==> config.mk <==
export PLATFORM = sky130hd
export DESIGN_NAME = ysyx_22040127_div_iter
export DESIGN_NICKNAME = d
export VERILOG_FILES = /design/src/rtl/ysyx_22040127_div_iter.sv
export SDC_FILE = /design/constraint.sdc
export NUM_CORES = 1
export LEC_CHECK = 0
export BUFFER_PORTS_ARGS = -buffer_cell sky130_fd_sc_hd__buf_2
export CELL_PAD_IN_SITES_DETAIL_PLACEMENT = 0
export CELL_PAD_IN_SITES_GLOBAL_PLACEMENT = 1
export CORE_MARGIN = 5
export CORE_UTILIZATION = 35
export CTS_CLUSTER_SIZE = 30
export DETAILED_ROUTE_END_ITERATION = 10
export GPL_ROUTABILITY_DRIVEN = 0
export PLACE_DENSITY_LB_ADDON = 0.1
export REMOVE_ABC_BUFFERS = 1
export SLEW_MARGIN = 20
export SYNTH_ARGS = -nofsm -noshare
export SYNTH_HDL_FRONTEND = slang
export SYNTH_SLANG_ARGS = --single-unit
export TNS_END_PERCENT = 50
==> constraint.sdc <==
create_clock -name clk -period 15.2 [get_ports clk]
set_input_delay 3.04 -clock clk [delete_from_list [all_inputs] [get_ports clk]]
set_output_delay 3.04 -clock clk [all_outputs]
set_load 0.05 [all_outputs]
==> src/rtl/ysyx_22040127_div_iter.sv <==
`default_nettype none
// ============================================================================
// Module      : ysyx_22040127_div_iter
// Description : Iterative radix-2 restoring divider. It produces one quotient
//               bit per cycle and handles signed and unsigned operands.
// Revision    : 1.0 - initial release
// ============================================================================
module ysyx_22040127_div_iter #(
    parameter int XLEN  = 64,
    parameter int CNT_W = 6
) (
    input  logic            clk,
    input  logic            rst,
    input  logic            div_valid,
    input  logic            div_signed,
    input  logic            div_flush,
    input  logic [XLEN-1:0] dividend,
    input  logic [XLEN-1:0] divisor,
    output logic            div_ready,
    output logic [1:0]      div_state,
    output logic [XLEN-1:0] quotient,
    output logic [XLEN-1:0] remainder
);

    typedef enum logic [1:0] {
        S_IDLE = 2'b00,
        S_PREP = 2'b01,
        S_CALC = 2'b10,
        S_DONE = 2'b11
    } state_t;

    localparam logic [XLEN-1:0] c_INT_MIN = {1'b1, {(XLEN-1){1'b0}}};

    state_t            r_state;
    state_t            w_next;
    logic              r_ready;
    logic [XLEN-1:0]   r_dividend;
    logic [XLEN-1:0]   r_divisor;
    logic              r_signed;
    logic [XLEN-1:0]   r_dvs_abs;
    logic              r_q_neg;
    logic              r_r_neg;
    // The partial remainder is always below |divisor|, so XLEN bits hold it;
    // the extra trial bit only lives in the subtraction result.
    logic [XLEN-1:0]   r_pr;
    logic [XLEN-1:0]   r_q;
    logic [CNT_W-1:0]  r_cnt;
    logic [XLEN-1:0]   r_quotient;
    logic [XLEN-1:0]   r_remainder;

    logic              w_sign1;
    logic              w_sign2;
    logic [XLEN-1:0]   w_dvd_abs;
    logic [XLEN-1:0]   w_dvs_abs;
    logic              w_div_zero;
    logic              w_overflow;
    logic              w_special;
    logic [XLEN:0]     w_trial;
    logic [XLEN-1:0]   w_pr_next;
    logic [XLEN-1:0]   w_q_next;
    logic [XLEN-1:0]   w_q_final;
    logic [XLEN-1:0]   w_r_final;

    assign w_sign1    = r_signed & r_dividend[XLEN-1];
    assign w_sign2    = r_signed & r_divisor[XLEN-1];
    assign w_dvd_abs  = w_sign1 ? (-r_dividend) : r_dividend;
    assign w_dvs_abs  = w_sign2 ? (-r_divisor) : r_divisor;
    assign w_div_zero = (r_divisor == '0);
    assign w_overflow = r_signed && (r_dividend == c_INT_MIN) && (r_divisor == '1);
    assign w_special  = w_div_zero | w_overflow;

    assign w_trial   = {r_pr, r_q[XLEN-1]} - {1'b0, r_dvs_abs};
    assign w_pr_next = w_trial[XLEN] ? {r_pr[XLEN-2:0], r_q[XLEN-1]} : w_trial[XLEN-1:0];
    assign w_q_next  = {r_q[XLEN-2:0], ~w_trial[XLEN]};
    assign w_q_final = r_q_neg ? (-w_q_next) : w_q_next;
    assign w_r_final = r_r_neg ? (-w_pr_next) : w_pr_next;

    always_ff @(posedge clk) begin
        if (rst) begin
            r_state <= S_IDLE;
            r_ready <= 1'b0;
        end else begin
            r_state <= w_next;
            r_ready <= (w_next == S_DONE);
        end
    end

    always_comb begin
        w_next = r_state;
        case (r_state)
            S_IDLE: if (div_valid && !div_flush) w_next = S_PREP;
            S_PREP: begin
                if (div_flush)      w_next = S_IDLE;
                else if (w_special) w_next = S_DONE;
                else                w_next = S_CALC;
            end
            S_CALC: begin
                if (div_flush)           w_next = S_IDLE;
                else if (r_cnt == '0)    w_next = S_DONE;
            end
            S_DONE:  w_next = S_IDLE;
            default: w_next = S_IDLE;
        endcase
    end

    always_ff @(posedge clk) begin
        if (rst) begin
            r_dividend  <= '0;
            r_divisor   <= '0;
            r_signed    <= 1'b0;
            r_dvs_abs   <= '0;
            r_q_neg     <= 1'b0;
            r_r_neg     <= 1'b0;
            r_pr        <= '0;
            r_q         <= '0;
            r_cnt       <= '0;
            r_quotient  <= '0;
            r_remainder <= '0;
        end else begin
            case (r_state)
                S_IDLE: begin
                    if (div_valid && !div_flush) begin
                        r_dividend <= dividend;
                        r_divisor  <= divisor;
                        r_signed   <= div_signed;
                    end
                end
                S_PREP: begin
                    if (!div_flush) begin
                        r_q_neg   <= w_sign1 ^ w_sign2;
                        r_r_neg   <= w_sign1;
                        r_dvs_abs <= w_dvs_abs;
                        if (w_div_zero) begin
                            r_quotient  <= '1;
                            r_remainder <= r_dividend;
                        end else if (w_overflow) begin
                            r_quotient  <= r_dividend;
                            r_remainder <= '0;
                        end else begin
                            r_pr  <= '0;
                            r_q   <= w_dvd_abs;
                            r_cnt <= CNT_W'(XLEN - 1);
                        end
                    end
                end
                S_CALC: begin
                    if (!div_flush) begin
                        r_pr <= w_pr_next;
                        r_q  <= w_q_next;
                        if (r_cnt == '0) begin
                            r_quotient  <= w_q_final;
                            r_remainder <= w_r_final;
                        end else begin
                            r_cnt <= r_cnt - 1'b1;
                        end
                    end
                end
                default: ;
            endcase
        end
    end

    assign div_ready = r_ready;
    assign div_state = r_state;
    assign quotient  = r_quotient;
    assign remainder = r_remainder;

endmodule
`default_nettype wire

==> impl_results.md, run 1 <==
- MaxCap Viol Count: 0
- Seq/Total Area, Yosys: 30.90%
- Die Y: 301.8 microns
- Hold buffer count at CTS: 0
- Share of layout cells above drive strength 1: 11.30%
- Smallest hold slack: 0.4458 ns
- R2r setup slk: 7.96 ns
- Initial antenna violation count: 1
- Hold path start: quotient[21]
- Critical Path RT: 15.68 ns
- Unrepaired setup endpoints after global routing: false
- PD cells: 107.1 nW/um^2
- EDFF count, synth: 0
- Min Tclk post-route: 7.242 ns
- Area after DPL: 31,750 sq um
- Synth Area in XOR/XNOR: 7.522%
- Synth unique cells: 111
- Peak supply drop: 74.93 uV
- Starting Density: 35.12%
- Area grow syn2layout: 12.73%
- Crit path depth: 25
- Remaining antenna violation count after routing: 0
- CP max stage cell: or3b_1
- Final setup fails: 0
- Crit path kind: flip-flop to flip-flop
- Clock-pin slew on the worst setup and hold paths: 0.06 ns
- I/O pin total: 264
- Fillers: 9,239
- Leakage: 13.09 nW
- Post-Syn Instances: 4,100
- IO buf count: 263
- Grt ovf: 0
- Mux cell area share after synthesis: 1.461%
- Nets: 4,363
- Critical Path Sink: quotient[58]
- Via Count: 29.88k
- Async SR Flop Fraction: 0%
- Yosys reg bits: 460
- Vias in the first global route: 28.17k
- Top cell by count, worst path: or3_1
- Root Driver: clkbuf_16
- Largest family of logic cells by synthesized area: compound AO/OA/AOI/OAI gates
- Post-CTS sizing: 0
- Wire per inst: 21.74 microns
- H-tree levels: 2
- Placed Instances: 5,245
- Final hold viol count: 0
- Delay-heaviest family, CP: simple AND/OR/NAND/NOR gates
- Status: finished clean
- Final Skew: 0.02914 ns
- Clock Tree Buf Depth: 3
- First-pass GRT wire length: 176,300 microns
- Worst Setup End Kind: flip-flop
- Via density: 5.588
- FMAX: 0.1381 GHz
- CP arrival: 7.72 ns
- Mean post-synth cell area: 7.270 sq um
- Final core utilization: 39.59%
- Area of the multi-input gates: 19,050 sq um
- CTS sink count: 460
- Setup bufs post-CTS: 0
- Hold/Removal Path Class: flip-flop to flip-flop
- Largest net degree at the start of global routing: 131
- Dominant synthesized flop cell: dfxtp_1
- Post-Synth Adder-Cell Area: 3.006%
- Worst-margin pin slew: 1.270 ns
- CP Launch Type: flip-flop
- Final WL: 116,300 microns
- Period utilization: 47.65%
- Worst-path fanout max: 30
- Crit path from: r_q[63]
- Die X: 301.8 microns
- Non-filler cells, final: 5,348
- CTS buffer count: 56
- Fin area: 33,600 sq um
- CP max stage delay: 0.52 ns
- DRC viols: 0
- # diodes: 0
- R2r worst-path depth: 25
- FP Rows: 107
- Drt pass-1 iters: 5
- DP HPWL: 85,290 microns
- Reg2reg start: r_q[63]
- Cell Area, Synth: 29,810 sq um
- Slew HR: 13.13%
- YS warnings: 0
- 1st-iter DRT viols: 2,502
- Sequential cell area: 9210 sq um
- Die Footprint: 91,100 sq um
- CTS tree: done
- Clk_lat worst skew: 0.64 ns
- Max Slew Vio Count: 0
- Compound-cell area share of the yosys netlist: 26.16%
- GRT Util Overall: 24.40%
- Reg-to-reg endpoint: quotient[58]
- Simple-gate portion of the synthesized area: 25.49%
- Critical path buffers and inverters: 3
- Core area: 84,880 sq um
## flip-flops by register name, indices dropped and copies added (netlist names), 6 cells and up
name        count
quotient       64
r_cnt           6
r_dividend     64
r_divisor      64
r_dvs_abs      64
r_pr           64
r_q            64
remainder      64
## cell type report
cell class,count,area share (%)
Clock buffer,75,4.621
Tap cell,1144,4.260
Timing Repair Buffer,305,4.960
Clock inverter,28,0.8937
Sequential cell,460,27.41
Inverter,103,1.151
Multi-Input combinational cell,3233,56.70
## cell usage in the layout (no fill, tap or decap), types with 16 or more instances in the layout
master | netlist | layout
buf_4 | 9 | 40
o221ai_1 | 20 | 20
dfxtp_1 | 460 | 459
a21o_1 | 27 | 27
nand2b_1 | 28 | 26
o31ai_1 | 58 | 58
ha_1 | 70 | 70
inv_1 | 102 | 102
or4_1 | 30 | 30
a31oi_1 | 27 | 27
nor4_1 | 37 | 37
nor2_1 | 457 | 454
nand4_1 | 60 | 60
xnor2_1 | 119 | 119
xor2_1 | 137 | 137
a211oi_1 | 95 | 95
a311oi_1 | 18 | 18
o41ai_1 | 29 | 29
and3_1 | 22 | 22
or3_1 | 67 | 67
o21ai_0 | 163 | 163
buf_2 | 34 | 262
mux2i_1 | 30 | 30
o211ai_1 | 75 | 75
a221oi_1 | 41 | 41
o21ai_1 | 16 | 16
clkinv_2 | 0 | 16
clkbuf_16 | 0 | 56
a2111oi_0 | 28 | 27
nand3_1 | 51 | 51
a21oi_1 | 453 | 452
nand2_1 | 656 | 655
and2_1 | 24 | 24
nor3_1 | 138 | 137
a22oi_1 | 39 | 39
## worst register-to-register path: cells and delay by family, from the launching register on
kind	cells	cell delay, ns
XOR/XNOR	1	0.17
flip-flops	1	0.41
AND/OR/NAND/NOR	11	3.13
adder cells (fa/ha/maj)	3	0.99
buffers and inverters	3	0.69
AO/OA/AOI/OAI	7	1.73
## cells in the mapped netlist (all sizes together), types with 51 or more instances
library cell / number / share of area [%]
nand2: 656 / 8.3
a21oi: 460 / 7.8
dfxtp: 460 / 31
nor2: 460 / 5.8
clkbuf: 237 / 3.0
o21ai: 179 / 3.0
nor3: 141 / 2.4
xor2: 137 / 4.0
xnor2: 119 / 3.5
inv: 103 / 1.3
a211oi: 98 / 2.5
o211ai: 75 / 1.9
ha: 70 / 2.9
or3: 68 / 1.4
buf: 67 / 1.2
nand4: 60 / 1.3
o31ai: 58 / 1.5
nand3: 51 / 0.86
## where the power goes
| group | internal (mW) | switching [mW] |
|---|---|---|
| Combinational | 0.298 | 0.651 |
| Sequential | 1.24 | 0.0436 |
| Clock | 0.788 | 0.580 |
## metal layers
metal  vias up  part of all wire (%)  wire length, microns  track usage, %
met3       157                   5.1                  5907           2.656
met1     13988                    48                 55800           35.71
li1      14887                     -                     -               -
met5         -                 0.011                    13               0
met2       848                    44                 51400           38.34
met4         2                   2.7                  3168           6.397
## kinds of logic after synthesis
family | count (synthesis)
fa+ha+maj | 71
flops | 460
compound gates | 1203
simple gates | 1661
xor+xnor | 256
mux | 42
buf+inv | 407
## how the worst min path moves through the flow
stage                     cells after the start       endpoint
after floorplan                               2  r_dvs_abs[34]
after global placement                        2   quotient[36]
after detailed placement                      2   quotient[21]
after CTS                                     2   quotient[17]
after global routing                          2   quotient[13]
final                                         2   quotient[21]
## metrics by stage
stage	power (mW)	TNS [ns]	setup slack, ns
6_report	3.597	0	7.958
3_5_place_dp	2.240	0	7.995
2_1_floorplan	1.901	-407.39	-4.193
3_3_place_gp	2.248	0	8.119
4_1_cts	3.622	0	7.960
5_1_grt	3.756	0	7.512
Power figures use the tool's default switching activity.
==> inputs of run 2 (changes only) <==
==> constraint.sdc (replaced) <==
create_clock -name clk -period 6.06 [get_ports clk]
set_input_delay 1.212 -clock clk [delete_from_list [all_inputs] [get_ports clk]]
set_output_delay 1.212 -clock clk [all_outputs]
set_load 0.05 [all_outputs]
==> run 2 against run 1 <==
Effect of this change: sequential share of layout area down 1.4 points; clock-buffer cell count unchanged; die area stayed put; sequential power grew to 2.5 times the previous value; largest cell class unchanged; largest power group unchanged; highest routed layer is now met4.
==> impl_results.md, run 2 (synthesized netlist as in run 1, its figures left out) <==
- Critical path buffers and inverters: 3
- Slew HR: 24.35%
- CP max stage cell: or3b_4
- Most common cell after layout, fill and taps aside: nand2_1
- Peak supply drop: 182.0 uV
- Power Total: 9.550 mW
- Max Slew Vio Count: 0
- Critical Path RT: 6.54 ns
- Drt pass-1 iters: 6
- Most frequent cells in the layout: nand2_1, dfxtp_1, nor2_1
- Worst-path fanout max: 4
- Wire per inst: 21.52 microns
- Top cell by count, worst path: or3_4
- GRT Util Overall: 25.01%
- Final core utilization: 41.70%
- Starting Density: 35.12%
- Via Count: 30.60k
- Die Y: 301.8 microns
- CP max stage delay: 0.47 ns
- H-tree levels: 2
- Status: finished clean
- Crit path kind: flip-flop to flip-flop
- CTS buffer count: 56
- Worst Setup End Kind: flip-flop
- # diodes: 0
- Non-filler cells, final: 5,527
- Final hold viol count: 0
- Final Skew: 0.03425 ns
- MaxCap Viol Count: 0
- Clk_lat worst skew: 0.64 ns
- DRC viols: 0
- Nets: 4,543
- I/O pin total: 264
- CTS tree: done
- Smallest hold slack: 0.4452 ns
- Grt ovf: 0
- Period utilization: 95.79%
- Delay-heaviest family, CP: simple AND/OR/NAND/NOR gates
- CP arrival: 6.29 ns
- Die X: 301.8 microns
- PD cells: 269.8 nW/um^2
- Hold/Removal Path Class: flip-flop to flip-flop
- CP Launch Type: flip-flop
- Worst-margin pin slew: 1.127 ns
- Initial antenna violation count: 0
- IO buf count: 263
- Root Driver: clkbuf_16
- DP HPWL: 89,440 microns
- Placed Instances: 5,422
- Leakage: 14.12 nW
- Chain of cells forming the critical path: inv_1, ha_1, a21oi_2, o21ai_1, a211o_1, a2111oi_4, buf_4, o211ai_1, a211oi_2, nor2_4, inv_2, ha_1, nand4bb_1, or3b_4, or3_4, or3_4, or3_4, nand2b_4, or3_4, o31ai_2, xor2_1, nor2_1, a211oi_2, nor3_1
- Hold buffer count at CTS: 0
- FP Rows: 107
- Fin area: 35,390 sq um
- Share of layout cells above drive strength 1: 15.49%
- 1st-iter DRT viols: 2,716
- Largest net degree at the start of global routing: 188
- CTS sink count: 460
- Die Footprint: 91,100 sq um
- Area grow syn2layout: 18.75%
- Min Tclk post-route: 5.805 ns
- Core area: 84,880 sq um
- Clock-pin slew on the worst setup and hold paths: 0.06 ns
- First-pass GRT wire length: 180,100 microns
- Via density: 5.536
- Area after DPL: 33,190 sq um
- Clock Tree Buf Depth: 3
- FMAX: 0.1723 GHz
- Vias in the first global route: 28.46k
- Final setup fails: 0
- Final WL: 118,900 microns
- Remaining antenna violation count after routing: 0
==> run 2: worst min-delay path, delay by kind of cell (launching register included) <==
family,cells,cell delay (ns)
flops,1,0.30
simple gates,1,0.05
compound gates,1,0.05
==> run 2: final timing paths <==
path / from / endpoint / slack, ns / cells after the start
setup / recovery: r_dvs_abs[53] / quotient[58] / 0.26 / 24
hold / removal: quotient[20] / quotient[20] / 0.45 / 2
setup reg to reg: r_dvs_abs[53] / quotient[58] / 0.26 / 24
hold reg to reg: quotient[20] / quotient[20] / 0.45 / 2
==> run 2: per-layer routing <==
layer	track usage (%)	vias up	part of all wire, %
li1	-	15247	-
met1	36.89	14297	48
met2	38.40	871	43
met3	2.598	181	5.1
met4	7.861	0	3.4
met5	0	-	0
==> run 2: layout make-up <==
| type | instances | area, sq um |
|---|---|---|
| fill | 9146 | 49490 |
| multi-input combinational | 3233 | 19170 |
| sequential | 460 | 9210 |
| timing repair buffer | 485 | 3131 |
| clock buffer | 75 | 1624 |
| tap | 1144 | 1431 |
| clock inverter | 27 | 436.7 |
| inverter | 103 | 386.6 |
==> run 2: stage by stage <==
step                setup slack (ns)   TNS, ns
finish                        0.2551         0
global route               -0.008340  -0.01639
CTS                         0.003229         0
detailed placement           -0.1530   -0.3804
global placement            -0.04327  -0.05858
floorplan                     -11.51  -2364.22
==> run 2: timing repair <==
action                                 CTS  global route
setup endpoints to repair                4            25
resized for setup                        2            22
pin swaps                                2             7
setup buffers                            0             3
endpoints found under the hold margin    0             0
==> run 2: report_power, final <==
part / internal [mW] / switching, mW
clock network: 2.30 / 1.46
registers: 3.10 / 0.107
logic: 0.913 / 1.67
total: 6.32 / 3.23
==> inputs of run 3 (changes only) <==
--- a/config.mk
+++ b/config.mk
@@ -13,6 +13,7 @@
 export CTS_CLUSTER_SIZE = 30
 export DETAILED_ROUTE_END_ITERATION = 10
 export GPL_ROUTABILITY_DRIVEN = 0
+export MAX_ROUTING_LAYER = met4
 export PLACE_DENSITY_LB_ADDON = 0.1
 export REMOVE_ABC_BUFFERS = 1
 export SLEW_MARGIN = 20
==> run 3 against run 2 <==
Effect of this change: largest power group unchanged; clock skew increased by 0.0012 ns; worst hold slack about the same; utilization unchanged; clock power about the same; critical path type unchanged; first-iteration DRC count decreased by 1.4%; sequential cell count unchanged; final cell count unchanged; combinational power about the same; critical path depth unchanged.
==> impl_results.md, run 3 (synthesized netlist as in run 1, its figures left out) <==
- Share of layout cells above drive strength 1: 15.49%
- Via density: 5.557
- Clock-pin slew on the worst setup and hold paths: 0.06 ns
- First-pass GRT wire length: 180,200 microns
- MaxCap Viol Count: 0
- Final Skew: 0.03543 ns
- GRT Util Overall: 25.76%
- FMAX: 0.1721 GHz
- Drt pass-1 iters: 6
- Worst-path fanout max: 4
- Slew HR: 31.73%
- I/O pin total: 264
- Status: finished clean
- Final core utilization: 41.70%
- Reg2reg start: r_dvs_abs[53]
- Critical Path RT: 6.54 ns
- 1st-iter DRT viols: 2,679
- Via Count: 30.72k
- Worst Setup End Kind: flip-flop
- Final TNS setup: 0 ns
- CTS sink count: 460
- Peak supply drop: 181.2 uV
- Most common cell after layout, fill and taps aside: nand2_1
- Placed Instances: 5,422
- Crit path from: r_dvs_abs[53]
- CP max stage cell: or3b_4
- PD cells: 269.8 nW/um^2
- CTS tree: done
- Nets: 4,543
- Non-filler cells, final: 5,527
- Final setup fails: 0
- Remaining antenna violation count after routing: 0
- CP max stage delay: 0.47 ns
- CTS buffer count: 56
- Crit path kind: flip-flop to flip-flop
- Largest net degree at the start of global routing: 188
- Vias in the first global route: 28.38k
- Initial antenna violation count: 0
- Grt ovf: 0
- Clk_lat worst skew: 0.64 ns
- Smallest hold slack: 0.4452 ns
- Clock Tree Buf Depth: 3
- Final hold viol count: 0
- Core area: 84,880 sq um
- IO buf count: 263
- CP Launch Type: flip-flop
- H-tree levels: 2
- DRC viols: 0
- Final WL: 119,100 microns
- Critical path buffers and inverters: 3
- Wire per inst: 21.55 microns
- Delay-heaviest family, CP: simple AND/OR/NAND/NOR gates
- Period utilization: 95.87%
- Area grow syn2layout: 18.75%
- # diodes: 0
- FP Rows: 107
- DP HPWL: 89,440 microns
- Top cell by count, worst path: or3_4
- Hold path start: quotient[20]
- Root Driver: clkbuf_16
- Hold/Removal Path Class: flip-flop to flip-flop
- Leakage: 14.12 nW
- Fillers: 9,146
- Worst-margin pin slew: 0.9983 ns
- CP arrival: 6.29 ns
- Most frequent cells in the layout: nand2_1, dfxtp_1, nor2_1
- Max Slew Vio Count: 0
- Die Y: 301.8 microns
- Chain of cells forming the critical path: inv_1, ha_1, a21oi_2, o21ai_1, a211o_1, a2111oi_4, buf_4, o211ai_1, a211oi_2, nor2_4, inv_2, ha_1, nand4bb_1, or3b_4, or3_4, or3_4, or3_4, nand2b_4, or3_4, o31ai_2, xor2_1, nor2_1, a211oi_2, nor3_1
- Min Tclk post-route: 5.810 ns
- Starting Density: 35.12%
- Power Total: 9.549 mW
- Die X: 301.8 microns
- Die Footprint: 91,100 sq um
-- run 3: path summary, 6_finish.rpt --
kind / to / slack [ns] / depth (start not counted)
max: quotient[58] / 0.25 / 24
min: quotient[20] / 0.45 / 2
max reg2reg: quotient[58] / 0.25 / 24
min reg2reg: quotient[20] / 0.45 / 2
-- run 3: power breakdown --
| group | internal (mW) | switching, mW | total, mW |
|---|---|---|---|
| logic | 0.913 | 1.67 | 2.58 |
| clock network | 2.30 | 1.46 | 3.76 |
| registers | 3.10 | 0.107 | 3.21 |
| total | 6.32 | 3.23 | 9.55 |
-- run 3: per-layer routing --
| metal | GRT usage, % | routed length, microns | vias up |
|---|---|---|---|
| met3 | 2.598 | 6280 | 178 |
| met2 | 38.37 | 51570 | 867 |
| met5 | - | 0 | - |
| met1 | 36.84 | 57140 | 14431 |
| li1 | - | - | 15240 |
| met4 | 8.092 | 4133 | 0 |
-- run 3: tightest hold or removal path, cell delays in order (launching register included) --
cell and delay [ns]:
dfxtp_1 0.30, nand2_1 0.05, a21oi_1 0.05
-- run 3: stage by stage --
stage	area, sq um	worst slack [ns]
after floorplan	28570	-11.51
after global placement	33190	-0.04327
after detailed placement	33190	-0.1530
after CTS	35260	0.003229
after global routing	35390	-0.008425
final	35390	0.2504
-- run 3: area by class of cell --
cell class              count  area (sq um)  area share, %
well taps                1144          1431          4.044
flip-flops and latches    460          9210          26.02
clock buffers              75          1624          4.589
repair buffers            485          3131          8.845
multi-input cells        3233         19170          54.17
clock inverters            27         436.7          1.234
inverters                 103         386.6          1.092
-- run 3: repair_timing --
| action | 4_1_cts | 5_1_grt |
|---|---|---|
| hold buffers | 0 | 0 |
| setup endpoints to repair | 4 | 25 |
| pin swaps | 2 | 7 |
| gates resized for setup | 2 | 22 |
| buffers inserted | 0 | 3 |
